**src/rtl/mmio_uart_tx.sv**
```systemverilog
// Memory-mapped 8N1 UART transmitter with a TX FIFO and CPU-visible status/divisor registers.
// Latency: a push into an empty, idle block pops on the next edge, and tx falls on that same edge.
// Backpressure: none toward the CPU; a push into a full FIFO is dropped and sets sticky overflow.
module mmio_uart_tx #(
  parameter logic [31:0] BASE_ADDR   = 32'h1000_0000,
  parameter int          FIFO_DEPTH  = 8,
  parameter logic [15:0] DEFAULT_DIV = 16'd433
) (
  input  logic        clock,
  input  logic        reset,
  input  logic [31:0] address,
  input  logic [31:0] write_data,
  input  logic        write_enable,
  output logic        sel,
  output logic [31:0] read_data,
  output logic        tx,
  output logic        tx_idle_irq
);

  localparam int AW = $clog2(FIFO_DEPTH);
  localparam int CW = AW + 1;

  typedef enum logic [1:0] {IDLE, START, DATA, STOP} state_t;

  state_t          state, state_n;
  logic [7:0]      mem [FIFO_DEPTH];
  logic [AW-1:0]   wr_ptr, rd_ptr;
  logic [CW-1:0]   count, count_n;
  logic            overflow, overflow_n;
  logic [15:0]     bauddiv;
  logic [7:0]      shift, shift_n;
  logic [2:0]      bit_cnt, bit_cnt_n;
  logic [15:0]     baud_cnt, baud_cnt_n;
  logic            tx_n, irq_n;
  logic            pop, push_req, push_ok, full, empty, busy, bit_end;
  logic            wr_hit;
  logic [1:0]      offset;
  logic            unused_bits;

  // Low address bits and the upper store-data half carry no meaning here.
  assign unused_bits = ^{address[1:0], write_data[31:16]};

  assign sel      = (address[31:4] == BASE_ADDR[31:4]);
  assign offset   = address[3:2];
  assign wr_hit   = write_enable && sel;
  assign push_req = wr_hit && (offset == 2'd0);
  assign full     = (count == CW'(FIFO_DEPTH));
  assign empty    = (count == '0);
  assign busy     = (state != IDLE);
  // A pop at the same edge frees the slot, so a push into a full FIFO still lands.
  assign push_ok  = push_req && (!full || pop);
  assign bit_end  = (baud_cnt == 16'd0);

  // Combinational register readback so a single-cycle load completes in place.
  always_comb begin
    read_data = 32'd0;
    if (sel) begin
      case (offset)
        2'd1:    read_data = {28'd0, overflow, busy, empty, full};
        2'd2:    read_data = {16'd0, bauddiv};
        default: read_data = 32'd0;
      endcase
    end
  end

  // Next-state for the transmit FSM, shifter, bit timing, FIFO count and flags.
  always_comb begin
    state_n    = state;
    shift_n    = shift;
    bit_cnt_n  = bit_cnt;
    baud_cnt_n = baud_cnt;
    pop        = 1'b0;
    case (state)
      IDLE: begin
        if (!empty) begin
          pop        = 1'b1;
          shift_n    = mem[rd_ptr];
          bit_cnt_n  = 3'd0;
          baud_cnt_n = bauddiv;
          state_n    = START;
        end
      end
      START: begin
        if (bit_end) begin
          baud_cnt_n = bauddiv;
          state_n    = DATA;
        end else begin
          baud_cnt_n = baud_cnt - 16'd1;
        end
      end
      DATA: begin
        if (bit_end) begin
          baud_cnt_n = bauddiv;
          shift_n    = {1'b0, shift[7:1]};
          if (bit_cnt == 3'd7) state_n = STOP;
          else                 bit_cnt_n = bit_cnt + 3'd1;
        end else begin
          baud_cnt_n = baud_cnt - 16'd1;
        end
      end
      STOP: begin
        if (bit_end) begin
          // Chain straight into the next frame when data is waiting.
          if (!empty) begin
            pop        = 1'b1;
            shift_n    = mem[rd_ptr];
            bit_cnt_n  = 3'd0;
            baud_cnt_n = bauddiv;
            state_n    = START;
          end else begin
            state_n = IDLE;
          end
        end else begin
          baud_cnt_n = baud_cnt - 16'd1;
        end
      end
      default: state_n = IDLE;
    endcase

    case ({push_ok, pop})
      2'b10:   count_n = count + CW'(1);
      2'b01:   count_n = count - CW'(1);
      default: count_n = count;
    endcase

    // Setting wins over a same-edge clear.
    overflow_n = overflow;
    if (push_req && full && !pop)
      overflow_n = 1'b1;
    else if (wr_hit && (offset == 2'd1) && write_data[3])
      overflow_n = 1'b0;

    tx_n  = (state_n == START) ? 1'b0 :
            (state_n == DATA)  ? shift_n[0] : 1'b1;
    irq_n = (count_n == '0) && (state_n == IDLE);
  end

  // State, pointers, flags and the registered line outputs.
  always_ff @(posedge clock or negedge reset) begin
    if (!reset) begin
      state       <= IDLE;
      wr_ptr      <= '0;
      rd_ptr      <= '0;
      count       <= '0;
      overflow    <= 1'b0;
      bauddiv     <= DEFAULT_DIV;
      shift       <= 8'd0;
      bit_cnt     <= 3'd0;
      baud_cnt    <= 16'd0;
      tx          <= 1'b1;
      tx_idle_irq <= 1'b1;
    end else begin
      state       <= state_n;
      count       <= count_n;
      overflow    <= overflow_n;
      shift       <= shift_n;
      bit_cnt     <= bit_cnt_n;
      baud_cnt    <= baud_cnt_n;
      tx          <= tx_n;
      tx_idle_irq <= irq_n;
      if (push_ok) wr_ptr <= wr_ptr + AW'(1);
      if (pop)     rd_ptr <= rd_ptr + AW'(1);
      if (wr_hit && (offset == 2'd2)) bauddiv <= write_data[15:0];
    end
  end

  // FIFO storage needs no reset; occupancy is tracked by count.
  always_ff @(posedge clock) begin
    if (push_ok) mem[wr_ptr] <= write_data[7:0];
  end

endmodule
```
**config.mk**
```make
export PLATFORM = sky130hd
export DESIGN_NAME = mmio_uart_tx
export DESIGN_NICKNAME = d
export VERILOG_FILES = /design/src/rtl/mmio_uart_tx.sv
export SDC_FILE = /design/constraint.sdc
export NUM_CORES = 1
export LEC_CHECK = 0
export BUFFER_PORTS_ARGS = -buffer_cell sky130_fd_sc_hd__buf_2
export CORE_ASPECT_RATIO = 1.2
export CORE_MARGIN = 2
export CORE_UTILIZATION = 35
export CTS_CLUSTER_DIAMETER = 50
export DETAILED_ROUTE_END_ITERATION = 8
export SKIP_LAST_GASP = 1
export SLEW_MARGIN = 20
export SYNTH_ARGS = -nofsm -noshare
export SYNTH_HDL_FRONTEND = slang
export SYNTH_SLANG_ARGS = --single-unit
```
**constraint.sdc**
```tcl
create_clock -name clock -period 4.4 [get_ports clock]
set_input_delay 0 -clock clock [delete_from_list [all_inputs] [get_ports clock]]
set_output_delay 0 -clock clock [all_outputs]
set_load 0.02 [all_outputs]
```
==> summary.md <==
| Metric | Value |
|---|---|
| Number of gates resized after CTS | 0 |
| Netlist cell types | ~60 |
| Clock Skews | between 0.01 and 0.015 ns |
| Clk pwr share | between 40% and 50% |
| Setup WS pre-CTS | just over 0.9 ns |
| Postcts setup bufs | 0 |
| Met1 usage | 19.06% |
| CP Buf/Inv Count | 0 |
| Port bufs | between 60 and 70 |
| Fin worst setup slack | 0.9187 ns |
| Crit path kind | reg -> reg |
| CP arrival | 3.78 ns |
| Post-synthesis sequential area ratio | 54.73% |
| Layer with the highest usage | met2 |
| Slew at the pin with the worst max-slew slack | 0.9764 ns |
| RePlAce Congestion | 0.8113 |
| Antenna diodes | 0 |
| Final std cells w/o fill | 817 |
| Final period util | about four fifths |
| Max Root-Sink Buffers | 2 |
| Max-slew headroom | about a third |
| Starting Density | 35.43% |
| CP delay by family, top | simple AND/OR/NAND/NOR gates |
| Status | finished clean |
| Async S/R FF share, synth | around 48% |
| Number of synthesized flops with an enable pin | between 60 and 70 |
| Main flop type after synthesis | edfxtp_1 |
| Worst setup SP type | register |
| Die width | roughly 130 um |
| Die height | about 150 um |
| Max stage delay on crit path | around 0.66 ns |
| Max_cap viols | 0 |
| First-pass GRT wire length | about 23,000 um |
| DRC viols | 0 |
| Num rows | between 50 and 60 |
| I/O pins | just over 100 |
| Crit-path max FO | 9 |
| CTS tree | done |
| Most frequent cell on the critical path | ha_1 |
| Syn Area/Cell | around 12 um2 |
| Logic pwr share | about 13% |
| Switching part of the total | around a quarter |
| Met2 usage | between 20 and 30% |
| Crit end category | register |
| Number of global-route vias before repair | 4,365 |
| Initial antenna violation count | 0 |
| DR iter-0 viols | between 200 and 250 |
| Final setup TNS | 0 ns |
| Critical path's slowest cell | or4b_2 |
| Detailed placement HPWL | around 9600 um |
| CP cell instances | ha_1 -> or4b_2 -> nor4_4 -> o211ai_4 -> nor2_1 -> xor2_1 -> ha_1 -> nor4_1 -> or3_1 -> a2111oi_2 |
| Minimum clock period | roughly 3.5 ns |
| TritonCTS Buffers | 17 |
| Final ANT Viol Nets | 0 |
| Max-slew violations | 0 |
| Maximum clock frequency | 0.2872 GHz |
| Ratio of cells with drive above 1 in the final layout | a little over a quarter |
| Total Die Area | 18,740 um2 |
| Power density cells | slightly above 400 nW/um2 |
| Maximum vdd drop | about 0.28 mV |
| GR Layer Usage met3 | 3.432% |
| Placed Cells | about 770 |
| Seq pwr share | 41.1% |
| Via Count | approximately 4,300 |
| Total Routing Usage GR | about 15% |
| Core Area | approximately 17,000 um2 |
| Routed WL | about 14,000 um |
| Pint | 2.256 mW |
| Root Driver | clkbuf_16 |
| DR vias/cell | 5.234 |
| Grt total ovfl | 0 |
| Worst Path Required | between 4 and 5 ns |
| H-tree levels | 4 |
| Final Hold Fails | 0 |
| Clk_lat worst skew | roughly 0.42 ns |
| P_sw | around 0.79 mW |
| DR pass1 iterations | 4 |
| Leakage power | slightly above 3 nW |
| Fin nets | between 600 and 700 |
| Clk sinks | roughly 120 |
| Setup-failing EPs final | 0 |
| Syn Inst Count | 497 |
| DR WL/cell | between 15 and 20 um |
| Syn. warnings | 0 |
| FF+latch count, synth | around 120 |
| RSZ-0062 raised after global routing | no |
| Area Growth Syn to Fin | 21.00% |
| Largest net degree at the start of global routing | 59 |
| Post-synthesis instance area | a little over 6000 um2 |
| Clock-pin slew on the worst setup and hold paths | ~0.060 ns |
| Worst Hold Class | in -> reg |
[kinds of logic after synthesis]
kind of cell               count (synthesis)  synth area share, %
DFF                                      122                54.73
other                                      1              0.06068
xor gates and xnor gates                  15                2.126
and+or+nand+nor                          145                12.82
AOI/OAI and AO/OA                         89                9.739
buffers and inverters                     51                4.333
muxes                                     60                13.36
adders and majority gates                 14                2.835
[worst paths after layout]
path | startpoint | end | slack [ns] | cells after the start
max | state[1] | tx_idle_irq | 0.92 | 10
min in group asynchronous | reset | baud_cnt[9] | 0.27 | 3
min | address[23] | overflow | 0.16 | 5
max reg2reg | state[1] | tx_idle_irq | 0.92 | 10
min reg2reg | shift[0] | shift[0] | 0.47 | 2
max in group asynchronous | reset | rd_ptr[0] | 3.56 | 3
[cell usage in the layout, fill, tap and decap left out, types with 7 or more instances in the layout]
cell type / n
and3_1: 13
mux2i_1: 24
clkbuf_16: 17
conb_1: 16
o22ai_1: 13
a211oi_1: 7
xnor2_1: 10
mux2_2: 20
buf_2: 67
inv_1: 12
mux4_2: 16
a21oi_1: 23
nor2_1: 42
nand2_1: 22
ha_1: 14
o21ai_0: 19
edfxtp_1: 64
dlygate4sd3_1: 19
buf_4: 7
dfrtp_1: 50
nor4_1: 12
nor3_1: 13
dfstp_2: 7
[power groups by stage]
stage | Combinational [mW] | Clock (mW) | Sequential (mW)
2_1_floorplan | 0.263 | 0 | 1.27
3_3_place_gp | 0.356 | 0 | 1.27
3_5_place_dp | 0.367 | 0 | 1.27
4_1_cts | 0.381 | 1.44 | 1.25
5_1_grt | 0.423 | 1.49 | 1.25
6_report | 0.379 | 1.41 | 1.25
[metrics by stage]
step           cell area, um2  total power, mW  hold WS, ns  util, %
2_1_floorplan            6236            1.538      -0.2956        -
6_report                 7477            3.042       0.1636    42.87
3_5_place_dp             6688            1.641       0.2048    38.35
4_1_cts                  7476            3.069       0.1436    42.87
3_3_place_gp             6688            1.628       0.1954    38.35
5_1_grt                  7477            3.162       0.2012    42.87
[routing by layer]
layer | vias up | part of all wire (%)
met3 | 8 | 3.5
met2 | 96 | 52
met1 | 2136 | 44
met5 | - | 0
li1 | 2036 | -
met4 | 0 | 0.86
[tightest hold or removal path, cell delays in order]
cell	delay, ns
buf_2	0.09
nor4_1	0.04
nand4_1	0.17
or3_1	0.15
o21ai_0	0.08
[final cells by class]
cell class	count	area, um2
Inverter	12	45.04
Clock inverter	14	172.7
Timing Repair Buffer	93	578.1
Clock buffer	17	425.4
Sequential cell	122	3383
Multi-Input combinational cell	339	2597
Tap cell	220	275.3
Fill cell	1582	9963
[cell usage after synthesis (2+ instances only)]
| cell type | number | area [um2] |
|---|---|---|
| nor4_4 | 2 | 42.54 |
| a211oi_1 | 7 | 52.55 |
| or4_1 | 4 | 30.03 |
| nand3_1 | 5 | 25.02 |
| o31ai_1 | 3 | 22.52 |
| ha_1 | 14 | 175.2 |
| nor4b_1 | 2 | 17.52 |
| nor4_1 | 13 | 81.33 |
| mux2i_1 | 24 | 240.2 |
| dfrtp_1 | 51 | 1276 |
| o21ai_0 | 19 | 95.09 |
| o22ai_1 | 13 | 81.33 |
| mux4_2 | 16 | 360.4 |
| xnor2_1 | 10 | 87.58 |
| nor2_1 | 42 | 157.7 |
| a2bb2oi_1 | 2 | 17.52 |
| buf_1 | 3 | 11.26 |
| nand4_1 | 4 | 25.02 |
| nor2b_1 | 2 | 12.51 |
| inv_1 | 12 | 45.04 |
| a22oi_1 | 4 | 30.03 |
| a31oi_1 | 2 | 12.51 |
| and2_1 | 5 | 31.28 |
| clkbuf_1 | 17 | 63.81 |
| and3_1 | 13 | 81.33 |
| nand2_1 | 22 | 82.58 |
| a22o_1 | 2 | 17.52 |
| and4_1 | 2 | 17.52 |
| edfxtp_1 | 64 | 1922 |
| a21oi_1 | 23 | 115.1 |
| buf_4 | 16 | 120.1 |
| nand2b_1 | 5 | 31.28 |
| buf_6 | 2 | 22.52 |
| mux2_2 | 20 | 225.2 |
| xor2_1 | 5 | 43.79 |
| dfstp_2 | 7 | 183.9 |
| or3_1 | 3 | 18.77 |
| nor3_1 | 14 | 70.07 |
[sequential cells by signal, indices dropped and copies added (netlist names)]
name / flops
wr_ptr: 3
rd_ptr: 3
shift: 8
bit_cnt: 3
tx_idle_irq: 1
state: 2
tx: 1
mem: 64
bauddiv: 16
count: 4
overflow: 1
baud_cnt: 16
[what timing repair did]
action                     4_1_cts  5_1_grt
setup endpoints to repair        0        0
hold endpoints to repair       131        0
hold buffers                    19        0
No activity file was read; power rests on OpenSTA's default activity.
